### src/rtl/syscall_sequencer_pkg.sv
// Shared service codes, state encoding and helpers for the SYSCALL sequencer.
// Optional print-hex service is compiled in with SYSCALL_HEX_INT_EN.
package syscall_pkg;

  localparam logic [31:0] SVC_PRINT_STR = 32'd4;
  localparam logic [31:0] SVC_EXIT      = 32'd10;
  localparam logic [31:0] SVC_PRINT_CHR = 32'd11;
  localparam logic [31:0] SVC_PRINT_HEX = 32'd34;

  localparam logic [7:0] NUL = 8'h00;

  typedef enum logic [2:0] {
    IDLE,
    STR_REQ,
    STR_WAIT,
    STR_EMIT,
    CHR_EMIT,
    DONE,
    HALT
`ifdef SYSCALL_HEX_INT_EN
    , HEX_EMIT
`endif
  } state_t;

  function automatic logic svc_supported(input logic [31:0] code);
    logic ok;
    ok = (code == SVC_PRINT_STR) || (code == SVC_EXIT) || (code == SVC_PRINT_CHR);
`ifdef SYSCALL_HEX_INT_EN
    ok = ok || (code == SVC_PRINT_HEX);
`endif
    return ok;
  endfunction

endpackage

### src/rtl/syscall_sequencer_nibble_to_ascii.sv
// Combinational 4-bit value to uppercase ASCII hex digit; zero latency, no flow control.
// Only built when SYSCALL_HEX_INT_EN is defined.
`ifdef SYSCALL_HEX_INT_EN
module nibble_to_ascii (
  input  logic [3:0] nibble,
  output logic [7:0] ascii
);

  always_comb begin
    if (nibble < 4'd10) ascii = 8'h30 + {4'h0, nibble};
    else                ascii = 8'h37 + {4'h0, nibble};
  end

endmodule
`endif

### src/rtl/syscall_sequencer.sv
// SYSCALL service sequencer: stalls the pipeline, streams strings/chars to the console, 3 cycles/char
// at zero wait; holds out_valid/out_data until out_ready. Print-hex (34) enabled by SYSCALL_HEX_INT_EN.
module syscall_sequencer
  import syscall_pkg::*;
#(
  parameter int MAX_STR_LEN = 1024
) (
  input  logic        clk,
  input  logic        reset,
  input  logic        syscall_valid,
  input  logic [31:0] v0,
  input  logic [31:0] a0,
  output logic        stall,
  output logic        mem_req,
  output logic [31:0] mem_addr,
  input  logic        mem_ack,
  input  logic [7:0]  mem_rdata,
  output logic        out_valid,
  output logic [7:0]  out_data,
  input  logic        out_ready,
  output logic        done,
  output logic        halted,
  output logic        err,
  output logic        trunc
);

  localparam int CW = $clog2(MAX_STR_LEN + 1);

  state_t        state;
  logic [CW-1:0] cnt;

`ifdef SYSCALL_HEX_INT_EN
  logic [31:0] a0_q;
  logic [2:0]  nib_cnt;
  logic [2:0]  hex_idx;
  logic [31:0] hex_src;
  logic [3:0]  hex_nib;
  logic [7:0]  hex_chr;

  // Digit for the next registered out_data: first digit from live a0, later ones from the latched copy.
  always_comb begin
    hex_idx = (state == HEX_EMIT) ? nib_cnt + 3'd1 : 3'd0;
    hex_src = (state == HEX_EMIT) ? a0_q : a0;
    hex_nib = 4'(hex_src >> {3'd7 - hex_idx, 2'b00});
  end

  nibble_to_ascii u_nibble_to_ascii (
    .nibble (hex_nib),
    .ascii  (hex_chr)
  );
`else
  logic unused_a0;
  assign unused_a0 = ^a0[31:8];
`endif

  assign stall = ((state != IDLE) && (state != DONE)) ||
                 ((state == IDLE) && syscall_valid && svc_supported(v0));

  always_ff @(posedge clk) begin
    if (reset) begin
      state     <= IDLE;
      cnt       <= '0;
      mem_req   <= 1'b0;
      mem_addr  <= '0;
      out_valid <= 1'b0;
      out_data  <= '0;
      done      <= 1'b0;
      halted    <= 1'b0;
      err       <= 1'b0;
      trunc     <= 1'b0;
`ifdef SYSCALL_HEX_INT_EN
      a0_q      <= '0;
      nib_cnt   <= '0;
`endif
    end else begin
      done  <= 1'b0;
      trunc <= 1'b0;
      err   <= 1'b0;
      case (state)
        IDLE: begin
          if (syscall_valid) begin
            if (v0 == SVC_PRINT_STR) begin
              state    <= STR_REQ;
              mem_req  <= 1'b1;
              mem_addr <= a0;
              cnt      <= '0;
            end else if (v0 == SVC_PRINT_CHR) begin
              state     <= CHR_EMIT;
              out_valid <= 1'b1;
              out_data  <= a0[7:0];
            end else if (v0 == SVC_EXIT) begin
              state  <= HALT;
              halted <= 1'b1;
`ifdef SYSCALL_HEX_INT_EN
            end else if (v0 == SVC_PRINT_HEX) begin
              state     <= HEX_EMIT;
              a0_q      <= a0;
              nib_cnt   <= '0;
              out_valid <= 1'b1;
              out_data  <= hex_chr;
`endif
            end else begin
              err <= 1'b1;
            end
          end
        end
        STR_REQ: state <= STR_WAIT;
        STR_WAIT: begin
          if (mem_ack) begin
            mem_req <= 1'b0;
            if (mem_rdata == NUL) begin
              state <= DONE;
              done  <= 1'b1;
            end else begin
              state     <= STR_EMIT;
              out_valid <= 1'b1;
              out_data  <= mem_rdata;
            end
          end
        end
        STR_EMIT: begin
          if (out_ready) begin
            out_valid <= 1'b0;
            mem_addr  <= mem_addr + 32'd1;
            cnt       <= cnt + 1'b1;
            if (cnt + 1'b1 == CW'(MAX_STR_LEN)) begin
              state <= DONE;
              done  <= 1'b1;
              trunc <= 1'b1;
            end else begin
              state   <= STR_REQ;
              mem_req <= 1'b1;
            end
          end
        end
        CHR_EMIT: begin
          if (out_ready) begin
            out_valid <= 1'b0;
            state     <= DONE;
            done      <= 1'b1;
          end
        end
`ifdef SYSCALL_HEX_INT_EN
        HEX_EMIT: begin
          if (out_ready) begin
            if (nib_cnt == 3'd7) begin
              out_valid <= 1'b0;
              state     <= DONE;
              done      <= 1'b1;
            end else begin
              nib_cnt  <= nib_cnt + 3'd1;
              out_data <= hex_chr;
            end
          end
        end
`endif
        DONE: state <= IDLE;
        HALT: state <= HALT;
        default: state <= IDLE;
      endcase
    end
  end

endmodule

### config.mk
export PLATFORM = sky130hd
export DESIGN_NAME = syscall_sequencer
export DESIGN_NICKNAME = d
export VERILOG_FILES = /design/src/rtl/syscall_sequencer_pkg.sv /design/src/rtl/syscall_sequencer_nibble_to_ascii.sv /design/src/rtl/syscall_sequencer.sv
export SDC_FILE = /design/constraint.sdc
export NUM_CORES = 1
export LEC_CHECK = 0
export ABC_AREA = 1
export CAP_MARGIN = 20
export CELL_PAD_IN_SITES_DETAIL_PLACEMENT = 2
export CELL_PAD_IN_SITES_GLOBAL_PLACEMENT = 2
export CORE_MARGIN = 3
export CORE_UTILIZATION = 24
export CTS_CLUSTER_SIZE = 40
export DETAILED_ROUTE_END_ITERATION = 16
export PLACE_DENSITY_LB_ADDON = 0.1
export SLEW_MARGIN = 10
export SYNTH_ARGS = -nofsm -noshare
export SYNTH_HDL_FRONTEND = slang
export SYNTH_SLANG_ARGS = --single-unit
### constraint.sdc
create_clock -name clk -period 2.2 [get_ports clk]
set_clock_uncertainty 0.2 [all_clocks]
set_input_delay 0.33 -clock clk [delete_from_list [all_inputs] [get_ports clk]]
set_output_delay 0.33 -clock clk [all_outputs]
set_load 0.01 [all_outputs]
==> Flow_metrics.wiki, run 1 <==
{| class="wikitable"
! Metric !! Value
|-
| Relative max-transition margin || 0.691
|-
| Maximum number of pins on one net before global-route repair || 32
|-
| CP required || 1.67 ns
|-
| Hold Path Sink || mem_req$_SDFFE_PP0P_
|-
| Number of setup violations in the final report || 0
|-
| Minimum setup slack among reg-to-reg paths || 0.10 ns
|-
| Number of clock sinks || 60
|-
| Final Critical Period || 2.15 ns
|-
| Maximum clock insertion buffer count || 2
|-
| Fraction of final layout cells sized beyond drive strength 1 || 0.152
|-
| Hold violation count in the final report || 0
|-
| I/O pins || 124
|-
| Met1 usage in global routing || 0.237
|-
| Cell at the root of the clock tree || sky130_fd_sc_hd__clkbuf_16
|-
| Largest cells by area after synthesis || sky130_fd_sc_hd__dfxtp_1 29%, sky130_fd_sc_hd__nand2_1 20%, sky130_fd_sc_hd__nor2_1 12%
|-
| Drt pass-1 iters || 4
|-
| Detailed-route wire length per cell || 18.2 microns
|-
| Number of global-route vias before repair || 5941
|-
| Net count of the finished layout || 978
|-
| Met3 Use GR || 0.0504
|-
| Fraction of the yosys area taken by sequential cells || 0.289
|-
| Post-synth EDFFs || 0
|-
| Cell depth of the worst min-delay path || 2
|-
| Terminus of the critical flop-to-flop path || out_valid$_SDFFE_PP0P_
|-
| Switching share of power || 0.235
|-
| Global-route usage over all layers || 0.216
|-
| Via count normalized by instance count || 4.90
|-
| Clock tree from TritonCTS || done
|-
| Count of buffers inserted at the top-level ports || 123
|-
| Crit-path cells || dlygate4sd2_1 > nor2_2 > nand4_1 > buf_4 > nor2_4 > nand2_2 > nand3_2 > nand2_1 > nand2_1 > buf_2
|-
| Reg2reg path depth || 11
|-
| Cell area after synthesis || 4160 sq um
|-
| Reg power frac || 0.399
|-
| Cell mode on critical path || sky130_fd_sc_hd__nand2_1
|-
| Final estimated routing congestion in global placement || 0.819
|-
| Post-route ant nets || 0
|-
| Die width || 138 microns
|-
| Cell type of the slowest stage on the worst timing path || sky130_fd_sc_hd__dlygate4sd2_1
|-
| Source of the worst register-to-register timing path || state[0]$_SDFFE_PP0P_
|-
| Unique masters post-synth || 33
|-
| Crit path arrival time || 1.62 ns
|-
| Highest fanout seen on the critical path || 2
|-
| Total number of vias || 5503
|-
| Async set-or-reset flop fraction in the synthesized netlist || 0
|-
| Placed wire-length estimate after detailed placement || 14800 microns
|-
| Final core utilization || 0.388
|-
| Least-Margin Pin Slew || 0.460 ns
|-
| Clock share of power || 0.509
|-
| Warning count from the yosys run || 0
|-
| Setup Crit Path Kind || in2out
|-
| P per Cell Area || 420 nW/um^2
|-
| Wire length of the first global-routing pass || 31800 microns
|-
| Number of standard cells in the layout, taps in and fillers out || 1123
|-
| Dominant synthesized flop cell || sky130_fd_sc_hd__dfxtp_1
|-
| Biggest area consumer among synthesized cells || sky130_fd_sc_hd__dfxtp_1
|-
| Worst min path class || reg2reg
|-
| Grt met2 use || 0.413
|-
| Combinational share of power || 0.092
|-
| Number of violations of the max-capacitance limit || 0
|-
| Number of levels the H-tree was split into || 3
|-
| Power spent charging and discharging nets || 0.641 mW
|-
| Startpoint kind of the worst setup timing path || primary input
|-
| Worst Setup End Kind || primary output
|-
| Total internal power || 2.09 mW
|-
| Outcome || complete, no violations
|-
| Synth-to-Final Area Change || 56.4%
|-
| Upper clock frequency limit || 465 MHz
|-
| Post-Syn Nets || 807
|-
| Row count || 47
|-
| Maximum VDD drop || 0.000341 V
|-
| Start point of the worst min-delay path || mem_req$_SDFFE_PP0P_
|-
| Congestion Overflow GR || 0
|-
| RSZ-0062 raised after global routing || true
|-
| Clock-pin transition on the worst setup and hold timing paths || 0.05 ns
|-
| Die height || 138 microns
|-
| Total placed cells including tap cells || 1091
|-
| CTS Buf Count || 9
|-
| Most heavily used metal layer in global routing || met2
|-
| FILL cells || 2056
|-
| Placeable core area || 16800 sq um
|-
| Antenna Cells || 0
|-
| Antenna violations before repair || 0
|-
| Final worst-path cycle share || 0.977
|-
| Fraction of post-synthesis cell area in the top cell type by area || 0.289
|-
| Final slew viol count || 0
|-
| DRC violation count after routing || 0
|-
| Clk Latency, worst-skew pair || 0.34 ns
|-
| Avg Inst Size Synth || 5.72 sq um
|-
| Initial cell density of the core || 0.248
|-
| Power after layout || 2.73 mW
|-
| Initial drt markers || 171
|-
| Register bit count reported by yosys || 60
|-
| Crit-path max cell delay || 0.24 ns
|-
| DRT Wirelength || 20400 microns
|-
| Mapped Cells || 727
|-
| Area of the die || 18900 sq um
|-
| P_leak || 2.66 nW
|}
[worst max path at each step]
stage	start	to	depth (start not counted)
floorplan	mem_addr[0]$_SDFFE_PP0P_	mem_addr[22]$_SDFFE_PP0P_	10
global placement	v0[31]	stall	11
detailed placement	v0[31]	stall	11
CTS	v0[0]	stall	10
global route	v0[17]	stall	11
finish	v0[12]	stall	10
[Yosys cell counts, types with 3 or more instances]
master                     count
sky130_fd_sc_hd__nand2_1     216
sky130_fd_sc_hd__nor2_1      138
sky130_fd_sc_hd__inv_1        70
sky130_fd_sc_hd__dfxtp_1      60
sky130_fd_sc_hd__nand3_1      52
sky130_fd_sc_hd__a21oi_1      49
sky130_fd_sc_hd__o21ai_0      45
sky130_fd_sc_hd__nor3_1       14
sky130_fd_sc_hd__clkbuf_1     11
sky130_fd_sc_hd__nand3b_1      9
sky130_fd_sc_hd__buf_2         8
sky130_fd_sc_hd__nand4_1       8
sky130_fd_sc_hd__or2_2         6
sky130_fd_sc_hd__inv_2         5
sky130_fd_sc_hd__xor2_1        5
sky130_fd_sc_hd__a31oi_1       4
sky130_fd_sc_hd__nand2_2       4
sky130_fd_sc_hd__ha_1          3
sky130_fd_sc_hd__xnor2_1       3
[per-stage QoR]
stage / setup WS, ns / area (sq um) / hold WS [ns] / TNS [ns]
final: 0.0508 / 6500 / 0.272 / 0
after global routing: -0.0650 / 6500 / 0.306 / -0.270
after CTS: -0.0423 / 6320 / 0.279 / -0.0423
after detailed placement: -0.631 / 5940 / 0.278 / -18.61
after global placement: -0.467 / 5940 / 0.251 / -10.37
after floorplan: 0.375 / 4160 / 0.244 / 0
[final cells by class]
class                           instances  area, sq um  share of cell area
Clock buffer                           15          278              0.0427
Sequential cell                        60         1200               0.185
Multi-Input combinational cell        568         2670               0.410
Timing Repair Buffer                  183         1780               0.274
Tap cell                              220          275              0.0423
Clock inverter                          1         5.00            0.000770
Inverter                               76          285              0.0439
[power by group through the flow]
stage	combinational (mW)	sequential, mW	clock (mW)
floorplan	0.0740	1.11	0
global placement	0.247	1.11	0
detailed placement	0.259	1.11	0
CTS	0.247	1.09	1.45
global route	0.277	1.09	1.48
finish	0.252	1.09	1.39
[layout by cell type (no fill, tap or decap), types with 6 or more instances in the layout]
master / count
sky130_fd_sc_hd__a21oi_1: 49
sky130_fd_sc_hd__buf_4: 48
sky130_fd_sc_hd__clkbuf_16: 9
sky130_fd_sc_hd__clkdlybuf4s15_1: 14
sky130_fd_sc_hd__clkdlybuf4s50_1: 91
sky130_fd_sc_hd__dfxtp_1: 57
sky130_fd_sc_hd__dlygate4sd2_1: 7
sky130_fd_sc_hd__dlymetal6s2s_1: 6
sky130_fd_sc_hd__inv_1: 63
sky130_fd_sc_hd__inv_2: 12
sky130_fd_sc_hd__nand2_1: 212
sky130_fd_sc_hd__nand2_2: 8
sky130_fd_sc_hd__nand3_1: 46
sky130_fd_sc_hd__nand3b_1: 9
sky130_fd_sc_hd__nand4_1: 8
sky130_fd_sc_hd__nor2_1: 125
sky130_fd_sc_hd__nor2_2: 12
sky130_fd_sc_hd__nor3_1: 12
sky130_fd_sc_hd__o21ai_0: 43
sky130_fd_sc_hd__or2_2: 6
[logic make-up after synthesis]
kind of cell	count (synthesis)	share of synthesized area
buf+inv	99	0.0963
fa+ha+maj	3	0.00903
compound gates	103	0.127
flops	60	0.289
simple gates	454	0.461
xor+xnor	8	0.0169
[sequential cells by signal (all words and copies together), names as in the netlist, 3 cells and up]
name      count
out_data      8
cnt          11
state         3
mem_addr     32
[layer usage]
metal  wire [microns]  part of all wire  vias to the layer above
met4              310             0.015                        0
met2            11100              0.54                      109
met1             8110              0.40                     2713
met3              862             0.042                       21
li1                 -                 -                     2660
met5                0                 0                        -
[critical path: cells and delay by family]
family        cells  cell delay (ns)
simple gates      7             0.72
buf+inv           3             0.56
[timing repair]
action | CTS | global route
hold buffers | 0 | 0
setup endpoints to repair | 26 | 42
pin swaps | 26 | 36
gates cloned | 2 | 0
setup buffers | 4 | 10
resized for setup | 41 | 66
(Power assumes the default switching activity.)
==> inputs of run 2 (changes only) <==
--- a/config.mk
+++ b/config.mk
@@ -15,3 +15,3 @@
 export DETAILED_ROUTE_END_ITERATION = 16
-export PLACE_DENSITY_LB_ADDON = 0.1
+export PLACE_DENSITY = 0.93
 export SLEW_MARGIN = 10
@@ -20 +20,2 @@
 export SYNTH_SLANG_ARGS = --single-unit
+export TNS_END_PERCENT = 1
--- a/constraint.sdc
+++ b/constraint.sdc
@@ -4,2 +4,2 @@
 set_output_delay 0.33 -clock clk [all_outputs]
-set_load 0.01 [all_outputs]
+set_load 0.02 [all_outputs]
==> Flow_metrics.wiki, run 2 (same netlist as run 1, synthesis figures left out) <==
{| class="wikitable"
! Metric !! Value
|-
| Maximum clock insertion buffer count || 2 (unchanged)
|-
| Switching share of power || 0.248 (+0.0127)
|-
| Net count of the finished layout || 970 (-0.82%)
|-
| Total internal power || 2.02 mW (-3.1%)
|-
| Fraction of final layout cells sized beyond drive strength 1 || 0.139 (-0.0132)
|-
| Initial cell density of the core || 0.248 (unchanged)
|-
| Power after layout || 2.69 mW (-1.5%)
|-
| DRC violation count after routing || 0 (unchanged)
|-
| Maximum number of pins on one net before global-route repair || 31 (-3.1%)
|-
| Number of setup violations in the final report || 31 (+31)
|-
| Die height || 138 microns (unchanged)
|-
| Source of the worst register-to-register timing path || state[2]$_SDFFE_PP0P_
|-
| Clk Latency, worst-skew pair || 0.36 ns (+0.02 ns)
|-
| Upper clock frequency limit || 430 MHz (-7.7%)
|-
| Post-route ant nets || 0 (unchanged)
|-
| Least-Margin Pin Slew || 0.397 ns (-0.0627 ns)
|-
| Number of clock sinks || 60 (unchanged)
|-
| Crit path arrival time || 1.80 ns (+0.18 ns)
|-
| Minimum setup slack among reg-to-reg paths || -0.04 ns (-0.14 ns)
|-
| Final Critical Period || 2.33 ns (+0.179 ns)
|-
| Highest fanout seen on the critical path || 2 (unchanged)
|-
| Outcome || finished with violations
|-
| Reg power frac || 0.405 (+0.006)
|-
| P per Cell Area || 422 nW/um^2 (+0.39%)
|-
| Cell depth of the worst min-delay path || 1 (-1)
|-
| Terminus of the critical flop-to-flop path || state[0]$_SDFFE_PP0P_
|-
| Combinational share of power || 0.096 (+0.004)
|-
| Register with the most flip-flops || mem_addr
|-
| Antenna violations before repair || 1 (+1)
|-
| Final slew viol count || 0 (unchanged)
|-
| Detailed-route wire length per cell || 20.2 microns (+11%)
|-
| Clock share of power || 0.500 (-0.009)
|-
| Synth-to-Final Area Change || 53.4%
|-
| DRT Wirelength || 22500 microns (+10%)
|-
| Power spent charging and discharging nets || 0.666 mW (+3.8%)
|-
| Commonest non-fill, non-tap cell in the layout || sky130_fd_sc_hd__nand2_1
|-
| Maximum VDD drop || 0.000374 V (+9.8%)
|-
| Setup slack of the critical path after layout || -0.128 ns (-0.179 ns)
|-
| Count of buffers inserted at the top-level ports || 123 (unchanged)
|-
| Relative max-transition margin || 0.732 (+0.0413)
|-
| Global-route usage over all layers || 0.223 (+0.00755)
|-
| Wire length of the first global-routing pass || 32700 microns (+2.8%)
|-
| Number of levels the H-tree was split into || 3 (unchanged)
|-
| Failing checks || negative setup slack
|-
| Cell at the root of the clock tree || sky130_fd_sc_hd__clkbuf_16
|-
| Final instance area || 6380 sq um (-1.9%)
|-
| Hold violation count in the final report || 0 (unchanged)
|-
| Row count || 47 (unchanged)
|-
| Congestion Overflow GR || 0 (unchanged)
|-
| Worst setup path endpoint || stall
|-
| Die width || 138 microns (unchanged)
|-
| Startpoint kind of the worst setup timing path || primary input
|-
| Start point of the critical path || v0[23]
|-
| Number of violations of the max-capacitance limit || 0 (unchanged)
|-
| Via count normalized by instance count || 5.02 (+2.3%)
|-
| CTS Buf Count || 9 (unchanged)
|-
| Number of flip-flops in the largest register || 32 (unchanged)
|-
| I/O pins || 124 (unchanged)
|-
| Drt pass-1 iters || 4 (unchanged)
|-
| Registers with the highest flip-flop counts || mem_addr x32, cnt x11, out_data x8
|-
| CP required || 1.67 ns (about the same)
|-
| P_leak || 2.57 nW (-3.5%)
|-
| Setup Crit Path Kind || in2out
|-
| Worst min path class || reg2reg
|-
| Placed instance area || 5930 sq um (-0.21%)
|-
| Reg2reg path depth || 10 (-1)
|-
| Area of the die || 18900 sq um (unchanged)
|-
| Total number of vias || 5597 (+1.7%)
|-
| Hold WS || 0.289 ns (+0.0161 ns)
|-
| Initial drt markers || 270 (+58%)
|-
| Final worst-path cycle share || 1.06 (+0.0812)
|-
| Final core utilization || 0.380 (-0.00739)
|-
| Worst-case setup slack after placement || -0.709 ns (-0.0784 ns)
|-
| Number of global-route vias before repair || 6122 (+3.0%)
|-
| Final estimated routing congestion in global placement || 0.828 (+1.1%)
|-
| Placeable core area || 16800 sq um (unchanged)
|-
| Placed wire-length estimate after detailed placement || 15500 microns (+4.6%)
|-
| Clock-pin transition on the worst setup and hold timing paths || 0.05 ns (about the same)
|-
| Worst Setup End Kind || primary output
|-
| Top library cells by usage in the layout, fill and taps aside || 211 x sky130_fd_sc_hd__nand2_1, 130 x sky130_fd_sc_hd__nor2_1, 90 x sky130_fd_sc_hd__clkdlybuf4s50_1
|-
| Clock tree from TritonCTS || done
|-
| RSZ-0062 raised after global routing || true
|}
## run 2: cell types whose count changed in the layout (fill, tap and decap cells not counted), moves of 3 or more
cell,change
sky130_fd_sc_hd__buf_4,-3
sky130_fd_sc_hd__buf_6,-3
sky130_fd_sc_hd__clkdlybuf4s15_1,+4
sky130_fd_sc_hd__dlymetal6s2s_1,-4
sky130_fd_sc_hd__nor2_1,+5
sky130_fd_sc_hd__nor2_2,-5
## run 2: layer usage
metal  up-vias  wire length (microns)  GRT usage
li1       2639                      -          -
met1      2744                   8760      0.241
met3        49                   1140     0.0522
met5         -                      0          0
met4         0                    837     0.0892
met2       165                  11800      0.416
## run 2: worst max-delay path: stages
cell and delay (ns):
sky130_fd_sc_hd__clkdlybuf4s15_1 0.19, sky130_fd_sc_hd__nor2_1 0.17, sky130_fd_sc_hd__nand2_1 0.09, sky130_fd_sc_hd__nor2_1 0.13, sky130_fd_sc_hd__nand2_1 0.12, sky130_fd_sc_hd__nor3_2 0.14
sky130_fd_sc_hd__nand4_1 0.20, sky130_fd_sc_hd__nand3_2 0.16, sky130_fd_sc_hd__nand2_2 0.06, sky130_fd_sc_hd__nand2_2 0.08, sky130_fd_sc_hd__buf_6 0.13
## run 2: power by group through the flow
stage	logic (mW)	clock network [mW]	registers, mW
6_report	0.257	1.34	1.09
5_1_grt	0.278	1.42	1.09
4_1_cts	0.250	1.35	1.09
3_5_place_dp	0.260	0	1.11
3_3_place_gp	0.248	0	1.11
2_1_floorplan	0.0740	0	1.11
## run 2: timing repair
action | CTS | global route
gates resized for setup | 60 | 47
setup buffers | 4 | 3
endpoints found under the setup margin | 1 | 47
pin swaps | 28 | 20
gates cloned | 0 | 1
endpoints found under the hold margin | 0 | 0
hold buffers | 0 | 0
## run 2: area by class of cell
class | instances | area [sq um]
fillers | 2065 | 10400
clock inverters | 2 | 10.0
inverters | 76 | 285
flip-flops and latches | 60 | 1200
repair buffers | 175 | 1680
clock buffers | 14 | 254
diodes | 1 | 2.50
multi-input cells | 568 | 2660
well taps | 220 | 275
## run 2: worst min-delay path by stage
stage,end,start,slack (ns)
floorplan,cnt[10]$_SDFFE_PP0P_,cnt[10]$_SDFFE_PP0P_,0.24
global placement,halted$_SDFFE_PP0P_,halted$_SDFFE_PP0P_,0.25
detailed placement,out_valid$_SDFFE_PP0P_,out_valid$_SDFFE_PP0P_,0.28
CTS,out_valid$_SDFFE_PP0P_,out_valid$_SDFFE_PP0P_,0.30
global route,cnt[0]$_SDFFE_PP0P_,cnt[0]$_SDFFE_PP0P_,0.33
finish,cnt[0]$_SDFFE_PP0P_,cnt[0]$_SDFFE_PP0P_,0.29
## run 2: through the flow
stage	std cells	TNS, ns
after floorplan	727	0
after global placement	1091	-8.59
after detailed placement	1091	-15.55
after CTS	1111	0
after global routing	1116	-6.39
final	1116	-1.30
==> inputs of run 3 (changes only) <==
- CELL_PAD_IN_SITES_DETAIL_PLACEMENT: 2 -> 1
- CELL_PAD_IN_SITES_GLOBAL_PLACEMENT: 2 -> 1
- CORE_UTILIZATION: 24 -> 29
- PLACE_DENSITY: 0.93 -> 0.89
- clock period: 2.2 -> 2.1 ns (I/O delays scaled with it)
==> Flow_metrics.wiki, run 3 (same netlist as run 1, synthesis figures left out) <==
{| class="wikitable"
! Metric !! Value
|-
| Congestion Overflow GR || 0 (unchanged)
|-
| Cell type of the slowest stage on the worst timing path || sky130_fd_sc_hd__clkdlybuf4s50_1
|-
| Register with the most flip-flops || mem_addr
|-
| Initial drt markers || 273 (+1.1%)
|-
| Drt pass-1 iters || 4 (unchanged)
|-
| Highest fanout seen on the critical path || 19 (+17)
|-
| Relative max-transition margin || 0.690 (-0.0421)
|-
| Final Critical Period || 2.09 ns
|-
| Setup slack of the critical path after layout || 0.00943 ns (+0.137 ns)
|-
| Power after layout || 2.78 mW (+3.3%)
|-
| Number of flip-flops in the largest register || 32 (unchanged)
|-
| Number of violations of the max-capacitance limit || 0 (unchanged)
|-
| Clock-pin transition on the worst setup and hold timing paths || 0.05 ns (about the same)
|-
| Hold WS || 0.263 ns (-0.0254 ns)
|-
| Number of standard cells in the layout, taps in and fillers out || 1079 (-3.3%)
|-
| Setup Crit Path Kind || in2reg
|-
| P per Cell Area || 433 nW/um^2 (+2.6%)
|-
| Final slew viol count || 0 (unchanged)
|-
| Die height || 126 microns (-8.6%)
|-
| Cell mode on critical path || sky130_fd_sc_hd__nand2_2
|-
| Number of clock sinks || 60 (unchanged)
|-
| DRC violation count after routing || 0 (unchanged)
|-
| Global-route usage over all layers || 0.209 (-0.0145)
|-
| Commonest non-fill, non-tap cell in the layout || sky130_fd_sc_hd__nand2_1
|-
| Setup TNS || 0 ns (+1.30 ns)
|-
| Final core utilization || 0.461 (+0.0801)
|-
| FILL cells || 1847 (-11%)
|-
| Synth-to-Final Area Change || 54.4%
|-
| Registers with the highest flip-flop counts || mem_addr x32, cnt x11, out_data x8
|-
| Final worst-path cycle share || 0.996
|-
| I/O pins || 124 (unchanged)
|-
| Count of buffers inserted at the top-level ports || 123 (unchanged)
|-
| Outcome || complete, no violations
|-
| Final instance area || 6420 sq um (+0.65%)
|-
| Antenna violations before repair || 0 (-1)
|-
| DRT Wirelength || 17500 microns (-22%)
|-
| Maximum number of pins on one net before global-route repair || 40 (+29%)
|-
| Area of the die || 15800 sq um (-17%)
|-
| Worst min path class || reg2reg
|-
| Crit-path max cell delay || 0.41 ns (+0.21 ns)
|-
| Row count || 43 (-8.5%)
|-
| Total number of vias || 5401 (-3.5%)
|-
| Net count of the finished layout || 975 (+0.52%)
|-
| CTS Buf Count || 9 (unchanged)
|-
| Maximum clock insertion buffer count || 2 (unchanged)
|-
| Total placed cells including tap cells || 1058 (-3.0%)
|-
| Crit-path cells || clkdlybuf4s50_1 > inv_2 > nand2_2 > nor2_2 > nand2_2 > nor2_4 > buf_4 > nand3_2 > o21ai_4 > buf_12 > clkbuf_16 > nand3_1 > a21oi_1
|-
| Die width || 126 microns (-8.6%)
|-
| Final estimated routing congestion in global placement || 0.870 (+5.0%)
|-
| Fraction of final layout cells sized beyond drive strength 1 || 0.157 (+0.0183)
|-
| Clk Latency, worst-skew pair || 0.34 ns (-0.02 ns)
|-
| Clock tree from TritonCTS || done
|-
| Least-Margin Pin Slew || 0.460 ns (+0.0631 ns)
|-
| Crit path arrival time || 2.16 ns (+0.36 ns)
|-
| Number of global-route vias before repair || 5677 (-7.3%)
|-
| Placed instance area || 5940 sq um (+0.25%)
|-
| Post-route ant nets || 0 (unchanged)
|-
| Hold violation count in the final report || 0 (unchanged)
|-
| Maximum VDD drop || 0.000351 V (-6.3%)
|-
| Detailed-route wire length per cell || 16.2 microns (-20%)
|-
| Via count normalized by instance count || 5.01 (-0.19%)
|-
| Startpoint kind of the worst setup timing path || primary input
|-
| Top library cells by usage in the layout, fill and taps aside || 211 x sky130_fd_sc_hd__nand2_1, 126 x sky130_fd_sc_hd__nor2_1, 91 x sky130_fd_sc_hd__clkdlybuf4s50_1
|-
| Placed wire-length estimate after detailed placement || 12300 microns (-21%)
|-
| Number of setup violations in the final report || 0 (-100%)
|-
| Worst-case setup slack after placement || -0.694 ns (+0.0155 ns)
|-
| Worst Setup End Kind || flip-flop
|-
| Initial cell density of the core || 0.298 (+0.0503)
|-
| Placeable core area || 13900 sq um (-17%)
|-
| Number of levels the H-tree was split into || 3 (unchanged)
|-
| Upper clock frequency limit || 478 MHz
|-
| CP required || 2.17 ns (+0.50 ns)
|-
| RSZ-0062 raised after global routing || true
|-
| P_leak || 2.66 nW (+3.3%)
|-
| Cell at the root of the clock tree || sky130_fd_sc_hd__clkbuf_16
|-
| Antenna Cells || 0 (-1)
|-
| Wire length of the first global-routing pass || 27200 microns (-17%)
|-
| Hold Buf Count CTS || 0 (unchanged)
|}
-- run 3: changes by cell type in the layout (fill, tap and decap cells not counted), sizes merged --
cell           delta
buf               +3
clkbuf            +6
clkdlybuf4s15     -2
clkdlybuf4s50     +1
diode             -1
dlygate4sd2       -8
dlymetal6s2s      +4
-- run 3: final timing paths --
kind,to,depth (start not counted),slack [ns],startpoint
max,mem_addr[30]$_SDFFE_PP0P_,13,0.009,v0[3]
min,cnt[0]$_SDFFE_PP0P_,1,0.26,cnt[0]$_SDFFE_PP0P_
max reg2reg,mem_addr[23]$_SDFFE_PP0P_,13,0.06,state[1]$_SDFFE_PP0P_
min reg2reg,cnt[0]$_SDFFE_PP0P_,1,0.26,cnt[0]$_SDFFE_PP0P_
-- run 3: area by class of cell --
type | instances | area, sq um | area share
Tap cell | 180 | 225 | 0.0351
Sequential cell | 60 | 1210 | 0.188
Clock buffer | 13 | 260 | 0.0406
Inverter | 76 | 285 | 0.0445
Multi-Input combinational cell | 568 | 2670 | 0.416
Timing Repair Buffer | 180 | 1760 | 0.275
Clock inverter | 2 | 10.0 | 0.00156
-- run 3: critical path: cells and delay by family --
kind	cells	cell delay, ns
compound gates	2	0.33
buf+inv	5	0.96
simple gates	6	0.55
-- run 3: metal layers --
layer	wire (microns)	track usage
met2	8820	0.384
met3	1110	0.0509
met1	7200	0.238
met5	0	0
met4	357	0.0631
-- run 3: timing repair --
| action | in CTS | in global routing |
|---|---|---|
| buffers inserted | 1 | 2 |
| cloned | 0 | 3 |
| gates resized for setup | 57 | 62 |
| pin swaps | 25 | 30 |
| endpoints found under the setup margin | 8 | 45 |
-- run 3: power breakdown --
part	internal, mW	switching (mW)	leakage [nW]
Combinational	0.152	0.107	2.04
Sequential	1.14	0.000241	0.485
Clock	0.852	0.524	0.135
Total	2.15	0.631	2.66
